**src/rtl/uart_hamming_tx_pkg.sv**
```systemverilog
// Shared definitions for the UART Hamming(7,4) transmit path: FSM encoding,
// frame shape and the codeword bit-position map used by encoder and decoder.
package uart_hamming_tx_pkg;

  typedef enum logic [1:0] {
    ST_IDLE  = 2'd0,
    ST_START = 2'd1,
    ST_DATA  = 2'd2,
    ST_STOP  = 2'd3
  } tx_state_e;

  localparam int unsigned DATA_BITS = 7;
  localparam int unsigned STOP_BITS = 1;

  // Codeword layout {d3,d2,d1,p3,d0,p2,p1}; the decoder indexes the same map.
  localparam int unsigned POS_P1 = 0;
  localparam int unsigned POS_P2 = 1;
  localparam int unsigned POS_D0 = 2;
  localparam int unsigned POS_P3 = 3;
  localparam int unsigned POS_D1 = 4;
  localparam int unsigned POS_D2 = 5;
  localparam int unsigned POS_D3 = 6;

endpackage

```
**src/rtl/uart_hamming_tx_encoder.sv**
```systemverilog
// Pure combinational Hamming(7,4) encoder; mirror image of the receive-side
// decoder and usable directly as a reference model.
module hamming_encoder_74
  import uart_hamming_tx_pkg::*;
(
  input  logic [3:0] d_i,
  output logic [6:0] code_o
);

  // Place data bits and even-parity bits into their codeword positions
  always_comb begin
    code_o         = 7'd0;
    code_o[POS_P1] = d_i[0] ^ d_i[1] ^ d_i[3];
    code_o[POS_P2] = d_i[0] ^ d_i[2] ^ d_i[3];
    code_o[POS_D0] = d_i[0];
    code_o[POS_P3] = d_i[1] ^ d_i[2] ^ d_i[3];
    code_o[POS_D1] = d_i[1];
    code_o[POS_D2] = d_i[2];
    code_o[POS_D3] = d_i[3];
  end

endmodule

```
**src/rtl/uart_hamming_tx.sv**
```systemverilog
// UART transmitter that Hamming(7,4)-encodes an accepted nibble and sends the
// codeword as start + 7 data bits (LSB first) + stop on a registered tx line.
module uart_hamming_tx
  import uart_hamming_tx_pkg::*;
#(
  parameter int unsigned CLKS_PER_BIT = 16
) (
  input  logic       clk,
  input  logic       rst_n,
  input  logic       ena,
  input  logic [3:0] data_in,
  input  logic       data_valid,
  output logic       data_ready,
  output logic       tx,
  output logic       busy,
  output logic [1:0] state_out,
  output logic [6:0] code_out
);

  localparam logic [7:0] BAUD_LAST = 8'(CLKS_PER_BIT - 1);
  localparam logic [2:0] BIT_LAST  = 3'(DATA_BITS - 1);

  tx_state_e  state_q, state_d;
  logic [7:0] baud_q, baud_d;
  logic [2:0] bit_q, bit_d;
  logic       tx_q, tx_d;
  logic [6:0] code_q, code_d;
  logic [6:0] enc_code_s;
  logic       bit_end_s;
  logic [2:0] bit_nxt_s;

  hamming_encoder_74 u_enc (
    .d_i    (data_in),
    .code_o (enc_code_s)
  );

  assign bit_end_s = (baud_q == BAUD_LAST);
  assign bit_nxt_s = bit_q + 3'd1;

  // Next-state logic; a disabled cycle leaves every register unchanged
  always_comb begin
    state_d = state_q;
    baud_d  = baud_q;
    bit_d   = bit_q;
    tx_d    = tx_q;
    code_d  = code_q;
    if (ena) begin
      case (state_q)
        ST_IDLE: begin
          baud_d = 8'd0;
          bit_d  = 3'd0;
          tx_d   = 1'b1;
          if (data_valid) begin
            state_d = ST_START;
            code_d  = enc_code_s;
            tx_d    = 1'b0;
          end else begin
            state_d = ST_IDLE;
          end
        end
        ST_START: begin
          if (bit_end_s) begin
            baud_d  = 8'd0;
            bit_d   = 3'd0;
            state_d = ST_DATA;
            tx_d    = code_q[0];
          end else begin
            baud_d = baud_q + 8'd1;
          end
        end
        ST_DATA: begin
          if (bit_end_s) begin
            baud_d = 8'd0;
            if (bit_q == BIT_LAST) begin
              state_d = ST_STOP;
              tx_d    = 1'b1;
            end else begin
              bit_d = bit_nxt_s;
              tx_d  = code_q[bit_nxt_s];
            end
          end else begin
            baud_d = baud_q + 8'd1;
          end
        end
        ST_STOP: begin
          if (bit_end_s) begin
            baud_d  = 8'd0;
            state_d = ST_IDLE;
            tx_d    = 1'b1;
          end else begin
            baud_d = baud_q + 8'd1;
          end
        end
        default: begin
          state_d = ST_IDLE;
          baud_d  = 8'd0;
          bit_d   = 3'd0;
          tx_d    = 1'b1;
        end
      endcase
    end else begin
      state_d = state_q;
    end
  end

  // State and datapath registers; reset drives the line idle-high immediately
  always_ff @(posedge clk or negedge rst_n) begin
    if (!rst_n) begin
      state_q <= ST_IDLE;
      baud_q  <= 8'd0;
      bit_q   <= 3'd0;
      tx_q    <= 1'b1;
      code_q  <= 7'd0;
    end else begin
      state_q <= state_d;
      baud_q  <= baud_d;
      bit_q   <= bit_d;
      tx_q    <= tx_d;
      code_q  <= code_d;
    end
  end

  assign data_ready = (state_q == ST_IDLE) && ena;
  assign busy       = (state_q != ST_IDLE);
  assign tx         = tx_q;
  assign state_out  = state_q;
  assign code_out   = code_q;

endmodule
```
**config.mk**
```make
export PLATFORM = sky130hd
export DESIGN_NAME = uart_hamming_tx
export DESIGN_NICKNAME = d
export VERILOG_FILES = /design/src/rtl/uart_hamming_tx_pkg.sv /design/src/rtl/uart_hamming_tx_encoder.sv /design/src/rtl/uart_hamming_tx.sv
export SDC_FILE = /design/constraint.sdc
export NUM_CORES = 1
export LEC_CHECK = 0
export ABC_AREA = 0
export CORE_ASPECT_RATIO = 1.2
export CORE_UTILIZATION = 47
export DETAILED_ROUTE_END_ITERATION = 7
export GPL_TIMING_DRIVEN = 0
export PLACE_DENSITY = 0.72
export SYNTH_ARGS = -nofsm -noshare
export SYNTH_HDL_FRONTEND = slang
export SYNTH_SLANG_ARGS = --single-unit
```
**constraint.sdc**
```tcl
create_clock -name clk -period 1.8 [get_ports clk]
set_input_delay 0.54 -clock clk [delete_from_list [all_inputs] [get_ports clk]]
set_output_delay 0.54 -clock clk [all_outputs]
set_load 0.01 [all_outputs]
```
After elaboration in Yosys (flattened, before gate mapping)
Cells that the tools add are included.

Register bits: 21. Output and inout bits: 12. Bits of input ports: 8.

Reduce and logical (&&, ||, !) cells: 9. Order comparisons: 1. Bitwise operators: 6. Add/sub/neg operators: 2. Equality and inequality tests: 10. Mux-type cells: 20.

Operator list (number): 8-bit one-hot mux with 2 select lines (1); 2-bit != test, second input constant (5); 5-bit AND reduction (2); 3-bit 2-to-1 mux (3); 3-bit one-hot mux with 3 select lines (1); 8-bit by 1-bit adder with 8-bit output, second input constant (1); 8-bit by 4-bit == test with 1-bit output, second input constant (1); 2-bit 2-to-1 mux (4); 8-bit 2-to-1 mux (1); 2-bit one-hot mux with 4 select lines (1); 1-bit 2-to-1 mux (7); 1-bit bitwise XOR (6); 2-bit == test, second input constant (2); 3-bit by 4-bit < comparator with 1-bit output, second input constant (1); 1-bit one-hot mux with 4 select lines (1); 4-bit AND reduction (1); 3-bit by 1-bit adder with 3-bit output, second input constant (1); 1-bit binary-select mux with 3-bit select (1); 3-bit == test, second input constant (1); 3-bit AND reduction (1); 3-bit nonzero test (1); 3-bit OR reduction (1); 2-bit by 1-bit == test with 1-bit output, second input constant (1); 2-bit logical NOT (1); 2 further kinds (2).

Longest topological paths before layout
Depth after elaboration: 6. Depth in mapped cells: 8.

Modules after synthesis
Synthesis repeated with hierarchy kept, for this count alone.

Cells, all modules: 117. Area total of the unflattened synthesis: 1265.0 um^2.

By module, submodules not included: uart_hamming_tx (times used 1, area an instance 1163.6 um^2, seq. area each 526.8 um^2, cells each 110); hamming_encoder_74 (times used 1, area an instance 101.3 um^2, seq. area each 0.0 um^2, cells each 7).

Worst setup path after synthesis
No wires, ideal clock.

Path type: register to register. Start point: register baud_q[0]. End point: register state_q[1] (netlist: state_out[1]). Required time: 1.675 ns. Arrival time: 1.545 ns. Path buffers: 0. Slack: 0.130 ns. Stages on the path, launching flop included: 7. Cell sequence: dfrtp_1 ha_1 and3_1 and2_2 o21ai_2 a21o_1 mux2_4.

Longest elaborated chain between the ends: 3. Elaborated cells on any way between the ends: 5. Those cells by class: eq/ne: 4; reduce/logical: 1.

Ends and longest elaborated chain: from (decl) (line uart_hamming_tx.sv:24) `logic [7:0] baud_q, baud_d;`; from (signal assigned) (line uart_hamming_tx.sv:116) `baud_q <= baud_d;`; 8-bit by 4-bit == test with 1-bit output * (line uart_hamming_tx.sv:37) `assign bit_end_s = (baud_q == BAUD_LAST);`; 2-bit != test (no line); 5-bit AND reduction (no line) *; to (signal assigned) (line uart_hamming_tx.sv:115) `state_q <= state_d;`; to (decl) (line uart_hamming_tx.sv:23) `tx_state_e state_q, state_d;`.

Mark *: on every way between the ends. The rest lies on a longest branch, timed or not. A chain may end at the register's enable or synchronous reset.

Worst setup path in the final report
Start point: register state_q[1] (netlist: state_out[1]). End point: output data_ready.

Longest elaborated chain between the ends: 2.

Ends and longest elaborated chain: 2-bit logical NOT (line uart_hamming_tx.sv:123) `assign data_ready = (state_q == ST_IDLE) && ena;`; 1-bit logical AND (line uart_hamming_tx.sv:123); to (decl) (line uart_hamming_tx.sv:13) `output logic data_ready,`.

Every way passes these cells.

==> out/results.tsv <==
stage	metric	value	unit
floorplan	die_x	48.3	um
synth	ys_seq_area_share	43.5	%
floorplan	core_area	2350	um^2
synth	synth_nets	137	
layout	nFillCells	177	
synth	synth_ff_type	dfrtp_1	
power_and_ir_drop	p_int	1580	uW
detailed_routing	initialDrtViolationCount	17	
critical_path	cp_data_required_time	1260	ps
power_and_ir_drop	power_density	1580	nW/um^2
detailed_routing	wl	2760	um
critical_path	arrival	1240	ps
clocking	h-tree-depth	1	
synth	synth_top_area_share	41.4	%
grt	antenna_found_initial	0	
synth	ys_async_sr_fraction	100	%
timing	hold_viol_final	0	
layout	area_delta_synth_final	36.2	%
detailed_routing	vias_per_cell	5.41	
outcome	status	finished clean	
grt	grt_pass1_wl	4530	um
critical_path	crit_buf_inv	2	
critical_path	critical-path-top-delay-family	flip-flops	
placed_design	hpwl	1770	um
clocking	clock-sinks	21	
timing	rsz0062_at_grt	yes	
floorplan	fp-row-count	19	
timing	fmax	0.561	GHz
power_and_ir_drop	p_clk_share	9.3	%
detailed_routing	wire_per_inst	14.4	um
synth	synth_area	1210	um^2
grt	gr-total-overflow	0	
synth	synth_edf_count	0	
floorplan	die_h	57.6	um
detailed_routing	ant_nets	0	
power_and_ir_drop	pwr-share-comb	60.5	%
clocking	clockRootBuffer	clkbuf_4	
synth	synth.area.top_cells	dfrtp_1 41%, ha_1 8.3%, o21ai_0 4.6%, xnor2_1 4.3%, mux2i_1 4.1%	
timing	setup_viol	0	
critical_path	crit_chain	inv_2 -> ha_4 -> and2_4 -> buf_6	
grt	grt_pass1_vias	1027	
placed_design	gp_congestion	0.779	
floorplan	io-pin-count	20	
layout	antenna_cells	0	
grt	grt_max_degree	22	
layout	drive_gt1_share	26.3	%
placed_design	dp_cells	171	
grt	groute.usage.overall	21.0	%
critical_path	path_class	reg -> out	
timing	slew_viol_final	0	
clocking	clk_latency	320	ps
timing	min_period	1780	ps
clocking	hold_buffers	0	
power_and_ir_drop	seqPwrFrac	30.2	%
synth	synthCells	121	
timing	finClkSkew	6.83	ps
floorplan	start_util	51.4	%
synth	yosysUniqueCellTypes	32	
timing	slew-limit-headroom	37.5	%
worst_hold_path	hold_class	reg -> reg	
timing	fin_ws	17.1	ps
clocking	clk_transition_reported_paths	120	ps
synth	avgSynthCellArea	10.0	um^2
layout	final_nets	177	
critical_path	cp_max_fo	3	
placed_design	dpl_worst_slack	-536	ps
clocking	cts_tree	yes	
critical_path	start_kind	flop	
clocking	cts_buffers	3	
timing	tightest_slew	935	ps
placed_design	dpl-instance-area	1440	um^2
power_and_ir_drop	p_sw_share	39.2	%
critical_path	crit_path_end_kind	primary output	
detailed_routing	drc	0	
power_and_ir_drop	irDropWorstVdd	1210	uV
power_and_ir_drop	power_leakage	0.000815	uW
clocking	clockBufferDepth	2	
flow_run	maxCapViolations	0	
layout	instances_no_fill	191	
critical_path	crit_path_max_incr_delay	410	ps
detailed_routing	drt_pass1_iterations	4	
synth	yosys.area.top_type	dfrtp_1	
placed_design	port_buffers	19	
detailed_routing	vias	1034	
critical_path	slowest_stage	dfrtp_1	
timing	min_period_over_period	99.1	%
synth	yosys_register_bits	21	
synth	yosysWarningCount	0	
power_and_ir_drop	switchingPower	1020	uW
layout	stdcell_area	1650	um^2
floorplan	die_area	2780	um^2
area by class of cell:
class	count	area (um^2)	share of cell area [%]
well taps	31	38.8	2.35
flip-flops and latches	21	527	32.0
plain buffers	3	21.3	1.29
repair buffers	35	313	19.0
clock buffers	4	26.3	1.59
multi-input cells	89	692	42.0
inverters	8	30.0	1.82
power groups by stage:
stage                     registers [uW]  logic, uW  clock network (uW)
after CTS                            791       1400                 246
after global placement               829       1150                   0
after detailed placement             834       1170                   0
final                                787       1580                 242
after floorplan                      854        700                   0
after global routing                 806       1690                 264
repair_timing:
action,in CTS,in global routing
pin swaps,2,5
resized for setup,18,17
setup buffers,11,5
setup endpoints to repair,14,12
final timing paths:
kind / start / to / slack (ps) / depth (start not counted)
worst max-delay path: state_out[1]$_DFFE_PN0P_ / data_ready / 20 / 4
worst min-delay path: tx$_DFFE_PN1P_ / tx$_DFFE_PN1P_ / 530 / 1
worst max register to register: baud_q[1]$_DFFE_PN0P_ / state_out[1]$_DFFE_PN0P_ / 70 / 6
worst min register to register: tx$_DFFE_PN1P_ / tx$_DFFE_PN1P_ / 530 / 1
max in group asynchronous: rst_n / code_out[3]$_DFFE_PN0P_ / 510 / 1
min in group asynchronous: rst_n / baud_q[4]$_DFFE_PN0P_ / 720 / 1
state kept, by name (all words and copies together), names as in the netlist:
name       count
tx             1
baud_q         8
code_out       7
bit_q          3
state_out      2
metal layers:
layer / share of wire, % / wire length, um / global-route usage, % / up-vias
li1: - / - / - / 496
met3: 3.4 / 95 / 2.40 / 7
met5: 0 / 0 / 0 / -
met4: 2.7 / 74 / 10.1 / 0
met1: 41 / 1130 / 23.8 / 503
met2: 53 / 1460 / 39.2 / 28
Yosys cell counts (all sizes together) (2+ instances only):
library cell	number
a21oi	2
mux2i	5
ha	8
xnor2	6
and3	2
xor2	5
and2	2
o22ai	3
nand3b	3
nand2	12
o21ai	12
inv	8
nand4	3
buf	2
nor2	8
mux2	5
nand2b	2
dfrtp	20
a21o	2
a31oi	2
cell usage in the layout (no fill, tap or decap), types with 3 or more instances in the layout:
cell	n
buf_4	16
dlygate4sd2_1	5
dlymetal6s2s_1	5
nand4_1	3
mux2_2	4
clkdlybuf4s50_1	7
o22ai_1	3
clkbuf_4	3
xor2_1	5
ha_1	6
o21ai_0	9
xnor2_1	6
mux2i_1	5
nand3b_1	3
nor2_1	8
inv_1	6
nand2_1	12
dfrtp_1	20
logic make-up (layout without fill, tap and decap cells):
logic type / after synthesis / count (layout) / synth area share (%)
AND/OR/NAND/NOR: 35 / 35 / 14.9
AO/OA/AOI/OAI: 25 / 25 / 12.5
flip-flops: 21 / 21 / 43.5
XOR/XNOR: 11 / 11 / 7.96
buffers and inverters: 11 / 50 / 3.72
multiplexers: 10 / 10 / 9.10
adder cells (fa/ha/maj): 8 / 8 / 8.27
through the flow:
step                hold WS [ps]  TNS (ps)  total power, uW  util, %
floorplan                    244         0             1550        -
global placement             496     -1890             1970     61.1
detailed placement           513     -2200             2010     61.1
CTS                          529         0             2440     66.2
global route                 536     -26.6             2760     70.0
finish                       527         0             2610     70.0
worst reg2reg max path, cell delays in order (launching register included):
cell     delay [ps]
dfrtp_1         430
ha_1            210
and3_2          210
and2_4          170
o21ai_4         150
a21o_1          150
mux2_4          310
(Power assumes the default switching activity.)
